<file path="src/rtl/param_mux_scanner.sv">
// param_mux_scanner
//   Registered N_IN-way channel multiplexer with a manual select mode and an
//   automatic scan mode. In scan mode each channel is held for SCAN_DIV
//   cycles, then the select advances (wrapping N_IN-1 -> 0) and scan_tick
//   pulses for one cycle. hold freezes scan progress without stopping the
//   data path: data_out keeps following the held channel.
//
// Ports
//   clock     : rising-edge clock
//   resetn    : asynchronous active-low reset
//   data_in   : N_IN*W bits, channel k at [k*W +: W]
//   sel       : manual channel select
//   mode      : 0 = manual, 1 = scan
//   hold      : freeze scan progress (ignored in manual)
//   data_out  : registered data of channel cur_sel (zero if out of range)
//   cur_sel   : registered channel index driving data_out
//   sel_err   : registered flag, cur_sel >= N_IN
//   scan_tick : one-cycle pulse after each scan advance
module param_mux_scanner #(
  parameter int N_IN     = 7,
  parameter int W        = 1,
  parameter int SCAN_DIV = 8,
  localparam int SEL_W   = (N_IN > 1) ? $clog2(N_IN) : 1
) (
  input  logic                clock,
  input  logic                resetn,
  input  logic [N_IN*W-1:0]   data_in,
  input  logic [SEL_W-1:0]    sel,
  input  logic                mode,
  input  logic                hold,
  output logic [W-1:0]        data_out,
  output logic [SEL_W-1:0]    cur_sel,
  output logic                sel_err,
  output logic                scan_tick
);

  localparam int CNT_W = (SCAN_DIV > 1) ? $clog2(SCAN_DIV) : 1;

  localparam logic [1:0] ST_MANUAL = 2'd0;
  localparam logic [1:0] ST_SCAN   = 2'd1;
  localparam logic [1:0] ST_PAUSE  = 2'd2;

  // Range check done one bit wider so N_IN == 2**SEL_W compares correctly.
  localparam logic [SEL_W:0]   N_IN_X     = (SEL_W+1)'(N_IN);
  localparam logic [SEL_W-1:0] SEL_LAST   = SEL_W'(N_IN - 1);
  localparam logic [CNT_W-1:0] DWELL_LAST = CNT_W'(SCAN_DIV - 1);

  logic [1:0]             state, state_nx;
  logic [CNT_W-1:0]       dwell, dwell_nx;
  logic [SEL_W-1:0]       cur_sel_nx;
  logic                   tick_nx;
  logic                   in_range;
  logic [N_IN-1:0][W-1:0] ch;

  assign ch       = data_in;
  assign in_range = ({1'b0, cur_sel} < N_IN_X);

  // Priority: mode=0 beats everything (including a terminal count), then
  // scan entry, then hold, then normal counting. PAUSE is left on the same
  // edge hold drops, so the dwell count resumes from its held value on that
  // very edge rather than losing a cycle.
  always_comb begin
    state_nx   = state;
    dwell_nx   = dwell;
    cur_sel_nx = cur_sel;
    tick_nx    = 1'b0;
    if (!mode) begin
      state_nx   = ST_MANUAL;
      dwell_nx   = '0;
      cur_sel_nx = sel;
    end else if (state == ST_MANUAL) begin
      state_nx = ST_SCAN;
      dwell_nx = '0;
      if (!in_range) cur_sel_nx = '0;
    end else if (hold) begin
      state_nx = ST_PAUSE;
    end else begin
      state_nx = ST_SCAN;
      if (dwell == DWELL_LAST) begin
        dwell_nx   = '0;
        tick_nx    = 1'b1;
        cur_sel_nx = (cur_sel >= SEL_LAST) ? '0 : cur_sel + 1'b1;
      end else begin
        dwell_nx = dwell + 1'b1;
      end
    end
  end

  always_ff @(posedge clock or negedge resetn) begin
    if (!resetn) begin
      state     <= ST_MANUAL;
      dwell     <= '0;
      cur_sel   <= '0;
      scan_tick <= 1'b0;
      data_out  <= '0;
      sel_err   <= 1'b0;
    end else begin
      state     <= state_nx;
      dwell     <= dwell_nx;
      cur_sel   <= cur_sel_nx;
      scan_tick <= tick_nx;
      // Data path uses the registered index, hence two cycles sel->data_out.
      data_out  <= in_range ? ch[cur_sel] : '0;
      sel_err   <= !in_range;
    end
  end

endmodule

</file>
<file path="config.mk">
export PLATFORM = sky130hd
export DESIGN_NAME = param_mux_scanner
export DESIGN_NICKNAME = d
export VERILOG_FILES = /design/src/rtl/param_mux_scanner.sv
export SDC_FILE = /design/constraint.sdc
export NUM_CORES = 1
export LEC_CHECK = 0
export CAP_MARGIN = 20
export CORE_UTILIZATION = 46
export DETAILED_ROUTE_END_ITERATION = 12
export MAX_ROUTING_LAYER = met4
export PLACE_DENSITY = 0.88
export SLEW_MARGIN = 20
export SYNTH_ARGS = -nofsm -noshare
export SYNTH_HDL_FRONTEND = slang
export SYNTH_SLANG_ARGS = --single-unit
</file>
<file path="constraint.sdc">
create_clock -name clock -period 2.78 [get_ports clock]
set_input_delay 0.834 -clock clock [delete_from_list [all_inputs] [get_ports clock]]
set_output_delay 0.834 -clock clock [all_outputs]
set_load 0.02 [all_outputs]
</file>
==> results of run 1 <==
metrics by stage:
stage	power, mW	hold WS (ns)	cells	util (%)
3_3_place_gp	0.319	0.509	84	68.7
2_1_floorplan	0.265	0.493	52	-
5_1_grt	0.459	0.587	88	70.9
4_1_cts	0.439	0.544	88	70.9
3_5_place_dp	0.325	0.526	84	68.7
6_report	0.434	0.532	88	70.9
worst min-delay path, stage by stage, from the launching register on:
cell     delay (ns)
dfrtp_1        0.35
mux2i_1        0.07
nor2_1         0.08
cell usage after synthesis (2+ instances only):
| cell | count |
|---|---|
| dfrtp_1 | 11 |
| nor2_1 | 8 |
| ha_1 | 4 |
| mux2i_1 | 4 |
| a21oi_1 | 3 |
| inv_1 | 3 |
| nor3_1 | 2 |
power by group:
part	switching [mW]	internal [mW]	leakage, nW	total [mW]
registers	0.0220	0.175	0.143	0.197
clock network	0.0575	0.0555	0.0150	0.113
logic	0.0551	0.0694	0.221	0.125
registers in the layout, summed over array words and instances, names as in the netlist:
| signal | flops |
|---|---|
| scan_tick | 1 |
| sel_err | 1 |
| data_out | 1 |
| state | 2 |
| dwell | 3 |
| cur_sel | 3 |
path summary, 6_finish.rpt:
| kind | from | end | slack, ns | depth (start not counted) |
|---|---|---|---|---|
| max | cur_sel[1]$_DFFE_PN0P_ | cur_sel[1] | 0.49 | 1 |
| max in group asynchronous | resetn | state[0]$_DFF_PN0_ | 1.55 | 1 |
| min in group asynchronous | resetn | state[1]$_DFF_PN0_ | 0.90 | 1 |
| max reg2reg | dwell[0]$_DFFE_PN0P_ | cur_sel[1]$_DFFE_PN0P_ | 1.17 | 6 |
| min | dwell[1]$_DFFE_PN0P_ | dwell[1]$_DFFE_PN0P_ | 0.53 | 2 |
| min reg2reg | dwell[1]$_DFFE_PN0P_ | dwell[1]$_DFFE_PN0P_ | 0.53 | 2 |
per-layer routing:
layer	vias to the layer above	part of all wire [%]
met2	18	50
met5	-	0
li1	233	-
met4	0	2.9
met3	4	4.2
met1	231	42
logic make-up (layout without fill, tap and decap cells):
| group | count (synthesis) | after routing | share of synthesized area (%) |
|---|---|---|---|
| fa+ha+maj | 4 | 4 | 8.23 |
| flops | 11 | 11 | 45.3 |
| simple gates | 15 | 15 | 13.8 |
| mux | 6 | 6 | 13.4 |
| buf+inv | 4 | 26 | 3.70 |
| compound gates | 12 | 12 | 15.6 |
cell type report:
cell class | count | share of cell area, %
sequential | 11 | 33.1
inverter | 3 | 1.36
multi-input combinational | 37 | 37.3
clock buffer | 4 | 3.16
timing repair buffer | 19 | 22.9
tap | 14 | 2.11
==> flow_metrics.tcl, run 1 <==
set metrics [dict create \
    synthFlopType "dfrtp_1" \
    critical_path.cell_chain "clkdlybuf4s50_1" \
    total_die_area_um2 1470 \
    layout_setup_ws_ns 0.492 \
    ys.warnings.count 0 \
    placed_cell_area_um2 805 \
    ffs_latches_synth 11 \
    detailroute.via_count 486 \
    synth.lib_cells_used.distinct 24 \
    final-max-slew-violation-count 0 \
    syn_avg_cell_area_um2 11.7 \
    final_area_um2 831 \
    cts.reportedPaths.clkPinSlew_ns 0.08 \
    setup_viol 0 \
    ctsHoldBuffers 0 \
    routed_wire_length_per_instance_um 14.5 \
    fin_crit_sh_pct 82.3 \
    synth_top_area_cell "dfrtp_1" \
    grt_start_max_net_pins 12 \
    cp_num_buf_inv 1 \
    post_synth_edffs 0 \
    synth.top_cell.area_share_pct 45.3 \
    timing.critical_path.required_ns 1.95 \
    critical_path_peak_fanout 10 \
    clock_period_minus_worst_slack_ns 2.29 \
    cts-buffers-inserted 3 \
    hold_violations 0 \
    hold_class "flip-flop to flip-flop" \
    asyncSetResetFlopFracSynth_pct 100 \
    htreeDepth 1 \
    boundaryPins 20 \
    layout-drive-gt1-share_pct 13.5 \
    multi_input_comb_area_um2 310 \
    timing.max_slew.rel_slack_pct 66.4 \
    sequential_area_share_after_synthesis_pct 45.3 \
    vdd_ir_drop_max_v 0.000341 \
    grt_use_total_pct 21.4 \
    fmax_mhz 437 \
    grtUsageMet2_pct 33.1 \
    most_used_cells_in_the_layout_excluding_fill_and_tap_cells "clkdlybuf4s50_1, dfrtp_1, nor2_1" \
    global_route.overflow_total 0 \
    ff_latch_area_um2 275 \
    grt_first_pass_wirelength_um 1990 \
    fin_setup_tns_ns 0 \
    chipWidth_um 38.4 \
    cts.path.max_buffers 2 \
    initial_utilization_pct 51.9 \
    core_area_um2 1170 \
    critical_path.startpoint_type "flip-flop" \
    clock_sink_count 11 \
    use_met1_pct 26.9 \
    met3_usage_pct 5.23 \
    finalNetCount 93 \
    place_ws_ns 0.447 \
    drt.antenna.violating_nets 0 \
    critPathMaxStageDelay_ns 0.67 \
    layout-area-overhead-vs-synth_pct 36.6 \
    critical_path_class "flip-flop to primary output" \
    p_leak_nw 0.379 \
    grt_setup_unrepaired "false" \
    drv_cap 0 \
    synth.area.top_cells "dfrtp_1, ha_1, mux2i_1" \
    detailedRoute.firstPassIterationCount 4 \
    crit_path_end_kind "primary output" \
    viasPerCell 5.52 \
    commonest_non_fill_non_tap_cell_in_the_layout "clkdlybuf4s50_1" \
    critPathTopFamily "buffers and inverters" \
    rows 12 \
    ctsResizeCount 0 \
    io_buffers 19 \
    clkLatencyLatePin_ns 0.27 \
    cpMaxStageDelayCell "clkdlybuf4s50_1" \
    initialDrtViolationCount 7 \
    clock-root-buffer "clkbuf_4" \
    antenna-diode-count 0 \
    post-route-drc-count 0 \
    arrival_time_reported_for_the_critical_path_endpoint_ns 1.45 \
    cts_post_setup_buffers_inserted 0 \
    cts_tree "built" \
    busiest_layer "met2" \
    syn_nets 70 \
    syn_inst 52 \
    n_fill_cell 95 \
    drt-total-wl_um 1270 \
    outcome "finished clean" \
    power.density_cell_area_nw_per_um2 523 \
    timing_worst_slew_pin_value_ns 0.502 \
    clock_skew_ns 0.00184 \
    dp.final_hpwl_um 990 \
    fp.dieH_um 38.4 \
    synth_area_um2 608 \
    gpl.final_weighted_congestion 0.785 \
    vias_in_the_first_global_route 449 \
    antenna_found_initial 0 \
]
Note: power is estimated with default switching activity, not from simulation.
==> run 2, diff against run 1 <==
- CORE_UTILIZATION: 46 -> 39
- PLACE_DENSITY: 0.88 -> 0.8
- clock period: 2.78 -> 2 ns (I/O delays scaled with it)
==> flow_metrics.tcl, run 2 (synthesis results as in run 1) <==
set metrics [dict create \
    fin_crit_sh_pct 91.7 \
    clock_period_minus_worst_slack_ns 1.83 \
    grt_first_pass_wirelength_um 1980 \
    core_area_um2 1380 \
    dp.final_hpwl_um 962 \
    critPathMaxStageDelay_ns 0.61 \
    commonest_non_fill_non_tap_cell_in_the_layout "clkdlybuf4s50_1" \
    layout-area-overhead-vs-synth_pct 41.8 \
    final-max-slew-violation-count 0 \
    htreeDepth 1 \
    min-delay-start "dwell[1]$_DFFE_PN0P_" \
    timing.critical_path.required_ns 1.40 \
    ctsHoldBuffers 0 \
    drv_cap 0 \
    outcome "finished clean" \
    rr_startpoint "dwell[0]$_DFFE_PN0P_" \
    boundaryPins 20 \
    total_die_area_um2 1720 \
    critical_path_peak_fanout 2 \
    initial_utilization_pct 44.0 \
    antenna_found_initial 0 \
    detailroute.via_count 486 \
    clock_sink_count 11 \
    hold_class "flip-flop to flip-flop" \
    global_route.overflow_total 0 \
    hold_violations 0 \
    vdd_ir_drop_max_v 0.000518 \
    cts.reportedPaths.clkPinSlew_ns 0.06 \
    proportion_of_power_drawn_by_combinational_gates_pct 34.1 \
    finalNetCount 97 \
    fmax_mhz 545 \
    grt_start_max_net_pins 12 \
    cts_post_setup_buffers_inserted 0 \
    fin_setup_tns_ns 0 \
    power.density_cell_area_nw_per_um2 705 \
    gpl.final_weighted_congestion 0.784 \
    placed_cell_area_um2 836 \
    grt_use_total_pct 15.8 \
    layout-drive-gt1-share_pct 17.9 \
    power_frac_clock_pct 24.0 \
    final_area_um2 862 \
    drt.antenna.violating_nets 0 \
    routed_wire_length_per_instance_um 12.6 \
    total_switching_power_mw 0.176 \
    viasPerCell 5.23 \
    critical_path.startpoint_type "flip-flop" \
    fp.dieH_um 41.5 \
    post-route-drc-count 0 \
    vias_in_the_first_global_route 502 \
    p_leak_nw 0.399 \
    cts-buffers-inserted 3 \
    clock_skew_ns 0.000795 \
    timing.max_slew.rel_slack_pct 68.0 \
    timing_worst_slew_pin_value_ns 0.478 \
    grt_setup_unrepaired "false" \
    share_seq_of_total_power_pct 41.8 \
    setup_viol 0 \
    ctsResizeCount 0 \
    crit_path_end_kind "primary output" \
    io_buffers 19 \
    final_core_density_pct 62.4 \
    clkLatencyLatePin_ns 0.26 \
    critical_path.cell_chain "clkdlybuf4s50_1" \
    cts_tree "built" \
    cpMaxStageDelayCell "clkdlybuf4s50_1" \
    cp_num_buf_inv 1 \
    n_fill_cell 116 \
    drt-total-wl_um 1170 \
    antenna-diode-count 0 \
    arrival_time_reported_for_the_critical_path_endpoint_ns 1.23 \
    fin_worst_hold_slack_ns 0.531 \
    rows 13 \
    crit_start "cur_sel[1]$_DFFE_PN0P_" \
    most_used_cells_in_the_layout_excluding_fill_and_tap_cells "clkdlybuf4s50_1, dfrtp_1, nor2_1" \
    detailedRoute.firstPassIterationCount 3 \
    internal-power_mw 0.431 \
    clock-root-buffer "clkbuf_4" \
    largest_registers "cur_sel (3), dwell (3), state (2)" \
    netSwitchingFraction_pct 29.0 \
    critPathTopFamily "buffers and inverters" \
    initialDrtViolationCount 1 \
    chipWidth_um 41.5 \
    cts.path.max_buffers 2 \
    critical_path_class "flip-flop to primary output" \
]
## run 2: changes by cell type in the layout (fill, tap and decap cells not counted), sizes merged
cell / change
buf: +4
## run 2: path summary, 6_finish.rpt
kind / depth (start not counted) / endpoint / slack [ns]
worst max register to register: 6 / cur_sel[1]$_DFFE_PN0P_ / 0.39
worst max-delay path: 1 / cur_sel[1] / 0.17
worst min-delay path: 2 / dwell[1]$_DFFE_PN0P_ / 0.53
max in group asynchronous: 1 / cur_sel[0]$_DFFE_PN0P_ / 1.02
worst min register to register: 2 / dwell[1]$_DFFE_PN0P_ / 0.53
min in group asynchronous: 1 / sel_err$_DFF_PN0_ / 0.66
## run 2: cell type report
| cell class | instances | area (um^2) | area share [%] |
|---|---|---|---|
| Multi-Input combinational cell | 37 | 310 | 36.0 |
| Sequential cell | 11 | 275 | 31.9 |
| Timing Repair Buffer | 23 | 220 | 25.5 |
| Clock buffer | 4 | 26.3 | 3.05 |
| Tap cell | 15 | 18.8 | 2.18 |
| Inverter | 3 | 11.3 | 1.31 |
## run 2: power by group through the flow
stage	registers [mW]	logic [mW]	clock network, mW
2_1_floorplan	0.293	0.0751	0
3_3_place_gp	0.257	0.206	0
3_5_place_dp	0.259	0.209	0
4_1_cts	0.255	0.210	0.153
5_1_grt	0.257	0.225	0.163
6_report	0.254	0.207	0.146
## run 2: stage by stage
stage / instances / setup slack [ns] / total power [mW]
2_1_floorplan: 52 / 0.486 / 0.368
4_1_cts: 93 / 0.135 / 0.618
3_3_place_gp: 89 / 0.110 / 0.463
5_1_grt: 93 / 0.112 / 0.645
6_report: 93 / 0.167 / 0.608
3_5_place_dp: 89 / 0.0628 / 0.468
## run 2: routing by layer
metal / routed length (um) / vias up / track usage (%)
li1: - / 240 / -
met1: 535 / 232 / 16.4
met2: 570 / 12 / 26.6
met3: 52 / 2 / 6.52
met4: 12 / 0 / 5.81
met5: 0 / - / -
